## src/rtl/interrupt_ctrl.sv

```systemverilog
// Wishbone-slave interrupt controller: SOFT/TIMER bits plus N_SRC prioritised external sources.
// Define INT_SYNC_EN to pass irq_src through a 2-flop synchroniser before sampling.
module interrupt_ctrl #(
    parameter int N_SRC = 8
) (
    input  logic             clk,
    input  logic             rst,
    input  logic [5:0]       int_addr,
    input  logic [31:0]      int_dat_w,
    input  logic [3:0]       int_sel,
    input  logic             int_cyc,
    input  logic             int_stb,
    input  logic [2:0]       int_cti,
    input  logic [1:0]       int_bte,
    input  logic             int_we,
    output logic [31:0]      int_dat_r,
    output logic             int_ack,
    output logic             int_err,
    input  logic [N_SRC-1:0] irq_src,
    output logic             external_interrupt,
    output logic             timer_interrupt,
    output logic             software_interrupt
);

    localparam logic [3:0] IDX_SOFT    = 4'd0;
    localparam logic [3:0] IDX_TIMER   = 4'd1;
    localparam logic [3:0] IDX_PENDING = 4'd2;
    localparam logic [3:0] IDX_ENABLE  = 4'd3;
    localparam logic [3:0] IDX_EDGE    = 4'd4;
    localparam logic [3:0] IDX_CLAIM   = 4'd5;

    // Sampled view of the sources and its one-cycle history for edge detection
    logic [N_SRC-1:0] src_s;
    logic [N_SRC-1:0] prev_q;

`ifdef INT_SYNC_EN
    logic [N_SRC-1:0] sync1_q;
    logic [N_SRC-1:0] sync2_q;

    always_ff @(posedge clk or posedge rst) begin
        if (rst) begin
            sync1_q <= '0;
            sync2_q <= '0;
        end else begin
            sync1_q <= irq_src;
            sync2_q <= sync1_q;
        end
    end

    assign src_s = sync2_q;
`else
    assign src_s = irq_src;
`endif

    logic             soft_q, soft_d;
    logic             timer_q, timer_d;
    logic [N_SRC-1:0] pending_q, pending_d;
    logic [N_SRC-1:0] enable_q, enable_d;
    logic [N_SRC-1:0] edge_q, edge_d;
    logic             ack_q, ack_d;
    logic             err_q, err_d;
    logic [31:0]      dat_r_q, dat_r_d;
    logic             ext_q, ext_d;

    // Request captured in the request cycle, applied in the ack cycle
    logic             wr_q, wr_d;
    logic [3:0]       wr_idx_q, wr_idx_d;
    logic [N_SRC-1:0] wr_data_q, wr_data_d;
    logic             clr_q, clr_d;
    logic [4:0]       clr_k_q, clr_k_d;

    logic       req_take;
    logic [3:0] req_idx;
    logic       req_mapped;

    assign req_take   = int_cyc & int_stb & ~ack_q & ~err_q;
    assign req_idx    = int_addr[5:2];
    assign req_mapped = (req_idx <= IDX_CLAIM);

    // Lowest-index enabled pending source wins the claim
    logic        claim_hit;
    logic [4:0]  claim_k;
    logic [31:0] claim_val;

    always_comb begin
        claim_hit = 1'b0;
        claim_k   = '0;
        for (int i = N_SRC - 1; i >= 0; i--) begin
            if (pending_q[i] && enable_q[i]) begin
                claim_hit = 1'b1;
                claim_k   = 5'(i);
            end
        end
    end

    assign claim_val = claim_hit ? {27'd0, claim_k + 5'd1} : 32'd0;

    logic [31:0] rd_data;

    always_comb begin
        rd_data = '0;
        case (req_idx)
            IDX_SOFT:    rd_data[0]         = soft_q;
            IDX_TIMER:   rd_data[0]         = timer_q;
            IDX_PENDING: rd_data[N_SRC-1:0] = pending_q;
            IDX_ENABLE:  rd_data[N_SRC-1:0] = enable_q;
            IDX_EDGE:    rd_data[N_SRC-1:0] = edge_q;
            IDX_CLAIM:   rd_data            = claim_val;
            default:     rd_data            = '0;
        endcase
    end

    always_comb begin
        ack_d     = req_take & req_mapped;
        err_d     = req_take & ~req_mapped;
        dat_r_d   = (req_take && req_mapped) ? rd_data : 32'd0;
        wr_d      = req_take & req_mapped & int_we & (int_sel == 4'b1111);
        wr_idx_d  = req_idx;
        wr_data_d = int_dat_w[N_SRC-1:0];
        clr_d     = req_take & ~int_we & (req_idx == IDX_CLAIM) & claim_hit;
        clr_k_d   = claim_k;
    end

    logic wr_en;
    logic wr_soft, wr_timer, wr_pend, wr_enable, wr_edge;
    logic claim_clr_en;

    assign wr_en        = ack_q & wr_q;
    assign wr_soft      = wr_en & (wr_idx_q == IDX_SOFT);
    assign wr_timer     = wr_en & (wr_idx_q == IDX_TIMER);
    assign wr_pend      = wr_en & (wr_idx_q == IDX_PENDING);
    assign wr_enable    = wr_en & (wr_idx_q == IDX_ENABLE);
    assign wr_edge      = wr_en & (wr_idx_q == IDX_EDGE);
    assign claim_clr_en = ack_q & clr_q;

    always_comb begin
        soft_d   = wr_soft   ? wr_data_q[0] : soft_q;
        timer_d  = wr_timer  ? wr_data_q[0] : timer_q;
        enable_d = wr_enable ? wr_data_q    : enable_q;
        edge_d   = wr_edge   ? wr_data_q    : edge_q;
        ext_d    = |(pending_q & enable_q);
    end

    logic [N_SRC-1:0] mode_chg;
    logic [N_SRC-1:0] w1c;
    logic [N_SRC-1:0] rise;
    logic [N_SRC-1:0] claim_clr;

    assign mode_chg = wr_edge ? (wr_data_q ^ edge_q) : '0;
    assign w1c      = wr_pend ? wr_data_q : '0;

    // A fresh edge beats any clear landing in the same cycle; a mode change always clears
    generate
        for (genvar gi = 0; gi < N_SRC; gi++) begin : g_src
            assign rise[gi]      = src_s[gi] & ~prev_q[gi];
            assign claim_clr[gi] = claim_clr_en & (clr_k_q == 5'(gi));
            assign pending_d[gi] = mode_chg[gi] ? 1'b0 :
                                   edge_q[gi]   ? (rise[gi] | (pending_q[gi] & ~w1c[gi] & ~claim_clr[gi])) :
                                                  src_s[gi];
        end
    endgenerate

    always_ff @(posedge clk or posedge rst) begin
        if (rst) begin
            soft_q    <= 1'b0;
            timer_q   <= 1'b0;
            pending_q <= '0;
            enable_q  <= '0;
            edge_q    <= '0;
            prev_q    <= '0;
            ack_q     <= 1'b0;
            err_q     <= 1'b0;
            dat_r_q   <= '0;
            ext_q     <= 1'b0;
            wr_q      <= 1'b0;
            wr_idx_q  <= '0;
            wr_data_q <= '0;
            clr_q     <= 1'b0;
            clr_k_q   <= '0;
        end else begin
            soft_q    <= soft_d;
            timer_q   <= timer_d;
            pending_q <= pending_d;
            enable_q  <= enable_d;
            edge_q    <= edge_d;
            prev_q    <= src_s;
            ack_q     <= ack_d;
            err_q     <= err_d;
            dat_r_q   <= dat_r_d;
            ext_q     <= ext_d;
            wr_q      <= wr_d;
            wr_idx_q  <= wr_idx_d;
            wr_data_q <= wr_data_d;
            clr_q     <= clr_d;
            clr_k_q   <= clr_k_d;
        end
    end

    assign int_dat_r          = dat_r_q;
    assign int_ack            = ack_q;
    assign int_err            = err_q;
    assign external_interrupt = ext_q;
    assign timer_interrupt    = timer_q;
    assign software_interrupt = soft_q;

    // Burst hints and byte-lane address bits carry no meaning for single-beat registers
    logic unused_ok;
    assign unused_ok = ^{int_cti, int_bte, int_addr[1:0], int_dat_w};

endmodule

```

## config.mk

```make
export PLATFORM = sky130hd
export DESIGN_NAME = interrupt_ctrl
export DESIGN_NICKNAME = d
export VERILOG_FILES = /design/src/rtl/interrupt_ctrl.sv
export SDC_FILE = /design/constraint.sdc
export NUM_CORES = 1
export LEC_CHECK = 0
export BUFFER_PORTS_ARGS = -buffer_cell sky130_fd_sc_hd__buf_2
export CORE_ASPECT_RATIO = 1.4
export CORE_MARGIN = 2
export CORE_UTILIZATION = 40
export DETAILED_ROUTE_END_ITERATION = 10
export GPL_TIMING_DRIVEN = 0
export PLACE_DENSITY = 0.65
export SLEW_MARGIN = 20
export SYNTH_ARGS = -nofsm -noshare
export SYNTH_HDL_FRONTEND = slang
export SYNTH_SLANG_ARGS = --single-unit
export TNS_END_PERCENT = 30
```

## constraint.sdc

```tcl
create_clock -name clk -period 2.2 [get_ports clk]
set_input_delay 0.11 -clock clk [delete_from_list [all_inputs] [get_ports clk]]
set_output_delay 0.11 -clock clk [all_outputs]
set_load 0.01 [all_outputs]
```

==> results.yml <==
yosys:
  yosys.area.top_type_share: 0.518
  netlist_area_sq_um: 2990
  synth_seq_cells: 62
  netlist_top_cells_count: "62 x dfrtp_1, 25 x buf_4, 19 x nand2_1, 12 x nor2_1"
  synthFlopType: "dfrtp_1"
  ys_types: 51
  synth_area_leaders: "dfrtp_1 52%, buf_4 6.3%, mux2_2 4.1%"
  syn_inst: 262
  avgSynthCellArea_sq_um: 11.4
  yosys_warnings: 0
  yosysMostFrequentCell: "dfrtp_1"
  synth_edf_count: 0
  ys_seq_area_frac: 0.518
  async_reset_ff_frac: 1.00
  yosysTopAreaCell: "dfrtp_1"
timing:
  slew_headroom: 0.529
  finClkSkew_ns: 0.0120
  drv_slew: 0
  fin_setup_tns_ns: 0
  setup_ws_ns: 0.151
  period_needed_ns: 2.05
  hold_viol: 0
  max_freq_ghz: 0.488
  setup_violations: 0
  max_slew.worst_pin.slew_ns: 0.702
  period_share: 0.931
  rsz0062_at_grt: "no"
worst_setup_path:
  arrival_ns: 2.30
  timing.rr.end: "int_dat_r[2]"
  r2r_cells: 6
  cp_num_buf_inv: 0
  setup.worst_path.end_class: "flop"
  rr_startpoint: "enable_q[3]"
  crit_fanout: 5
  worstPathRequired_ns: 2.45
  path_depth: 6
  cp_top_family: "compound AO/OA/AOI/OAI gates"
  r2r_setup_slack_ns: 0.15
  cpMaxStageDelayCell: "or4b_1"
  critPathKind: "flop to flop"
  slowest_delay_ns: 0.52
  cp-startpoint: "enable_q[3]"
  crit_chain: "a22o_1 -> a31oi_1 -> o21ai_1 -> ha_1 -> or4b_1 -> a31oi_1"
  crit_top_cell: "a31oi_1"
  worstSetupStartpointType: "flop"
final_layout:
  seq_area_sq_um: 1550
  fin_util: 0.530
  fin_area_sq_um: 3870
  area_growth_pct: 29.5
  drive_above_1_share: 0.331
  num_antenna_cells: 0
  num-nets-final: 422
  fillers: 671
  multi_input_area_sq_um: 1280
power_and_ir_drop:
  ir_drop_mv: 0.325
  finalPower_mw: 2.39
  p_leak_nw: 1.90
  pwr_density_cell_nw_per_um2: 618
place:
  dpl.hpwl_um: 4820
  portBuffers: 41
  placed_cell_area_sq_um: 3440
  pre_cts_slack_ns: 0.104
  place_congestion: 0.936
worst_hold_path:
  hold_path.class: "input port to flop"
  min-delay-start: "int_sel[2]"
  min_delay_worst_endpoint: "wr_q"
  hold_depth: 3
drt:
  drtAntennaViolNets: 0
  initialDrtViolationCount: 167
  drt-pass1-iter-count: 4
  viasPerCell: 4.92
  totalWireLength_um: 6640
  wire_per_inst_um: 14.3
  drc: 0
  dr_total_vias: 2278
clock_network:
  tritoncts: "built"
  insertion_delay_ns: 0.34
  clockRootBuffer: "clkbuf_8"
  clockBufferDepth: 2
  htree_levels: 3
  clkTransAtPathRegs_ns: 0.07
  cts_buffers: 9
  numClockSinks: 62
die:
  die_area_sq_um: 8200
  start_util: 0.409
  die_width_um: 77.1
  fp-row-count: 37
  io_pins: 97
  die_y_um: 106
  core_area_sq_um: 7310
global_route:
  grtUsageTotal: 0.178
  antenna_found_initial: 0
  grt_max_degree: 57
  grt-ovfl-total: 0
  grt_pass1_vias: 2238
  grt_pass1_wl_um: 11200
flow_run:
  maxCapViolCount: 0
outcome:
  outcome: "completed"
worst min-delay path, stage by stage:
cell and delay, ns:
buf_2 0.10, nand2_1 0.06, nor3_1 0.05
layer usage:
metal / part of all wire / up-vias / global-route usage
met1: 0.42 / 1091 / 0.213
li1: - / 1105 / -
met4: 0.019 / 0 / 0.0931
met2: 0.52 / 72 / 0.307
met5: 0 / - / 0
met3: 0.041 / 10 / 0.0306
through the flow:
stage          hold slack (ns)  std cells
6_report               0.00561        463
5_1_grt                 0.0214        463
3_5_place_dp            0.0113        424
4_1_cts                0.00412        463
3_3_place_gp             0.218        423
2_1_floorplan            0.141        285
cell families after synthesis:
logic type / synth area share
other: 0.00125
XOR/XNOR: 0.00293
multiplexers: 0.0773
adder cells (fa/ha/maj): 0.00418
flip-flops: 0.518
AND/OR/NAND/NOR: 0.160
buffers and inverters: 0.0870
AO/OA/AOI/OAI: 0.149
layout make-up:
class                           count  share of cell area
Tap cell                           97              0.0313
Buffer                             29              0.0565
Timing Repair Buffer               65               0.119
Clock inverter                      4              0.0116
Inverter                           11              0.0113
Sequential cell                    62               0.400
Clock buffer                       12              0.0400
Multi-Input combinational cell    183               0.329
report_power, final:
group          switching [mW]  internal [mW]
Combinational          0.0980          0.108
Clock                   0.412          0.579
Sequential             0.0268           1.17
flip-flops by register name (all words and copies together) (netlist names), 3 cells and up:
signal,flops
int_dat_r,8
clr_k_q,3
pending_q,8
wr_data_q,8
wr_idx_q,4
enable_q,8
edge_q,8
prev_q,8
worst max-delay path by stage:
stage	endpoint	slack [ns]
after floorplan	int_dat_r[2]	0.37
after global placement	wr_data_q[1]	-0.20
after detailed placement	int_dat_r[2]	0.10
after CTS	int_dat_r[2]	0.08
after global routing	int_dat_r[2]	0.01
final	int_dat_r[2]	0.15
timing repair:
item,CTS,global route
endpoints found under the setup margin,0,1
hold buffers,23,0
endpoints found under the hold margin,89,0
gates resized for setup,0,1
buffers inserted,0,0
placed cells by master, fill, tap and decap left out, drive strengths merged, types with 2 or more instances in the layout:
cell type,netlist,layout
a211oi,6,6
a21boi,2,2
a21o,12,12
a21oi,7,7
a22o,3,3
a22oi,4,4
a31oi,2,2
and2,2,2
buf,28,70
clkbuf,1,13
clkinv,0,3
conb,1,24
dfrtp,62,62
dlygate4sd3,0,23
inv,11,11
mux2,12,12
mux2i,7,7
nand2,19,19
nand2b,9,9
nand3,5,5
nand3b,2,2
nor2,12,12
nor3,16,16
nor3b,2,2
o211ai,5,5
o22ai,6,6
o2bb2ai,4,4
o311ai,4,4
Note: power is estimated with default switching activity, not from simulation.
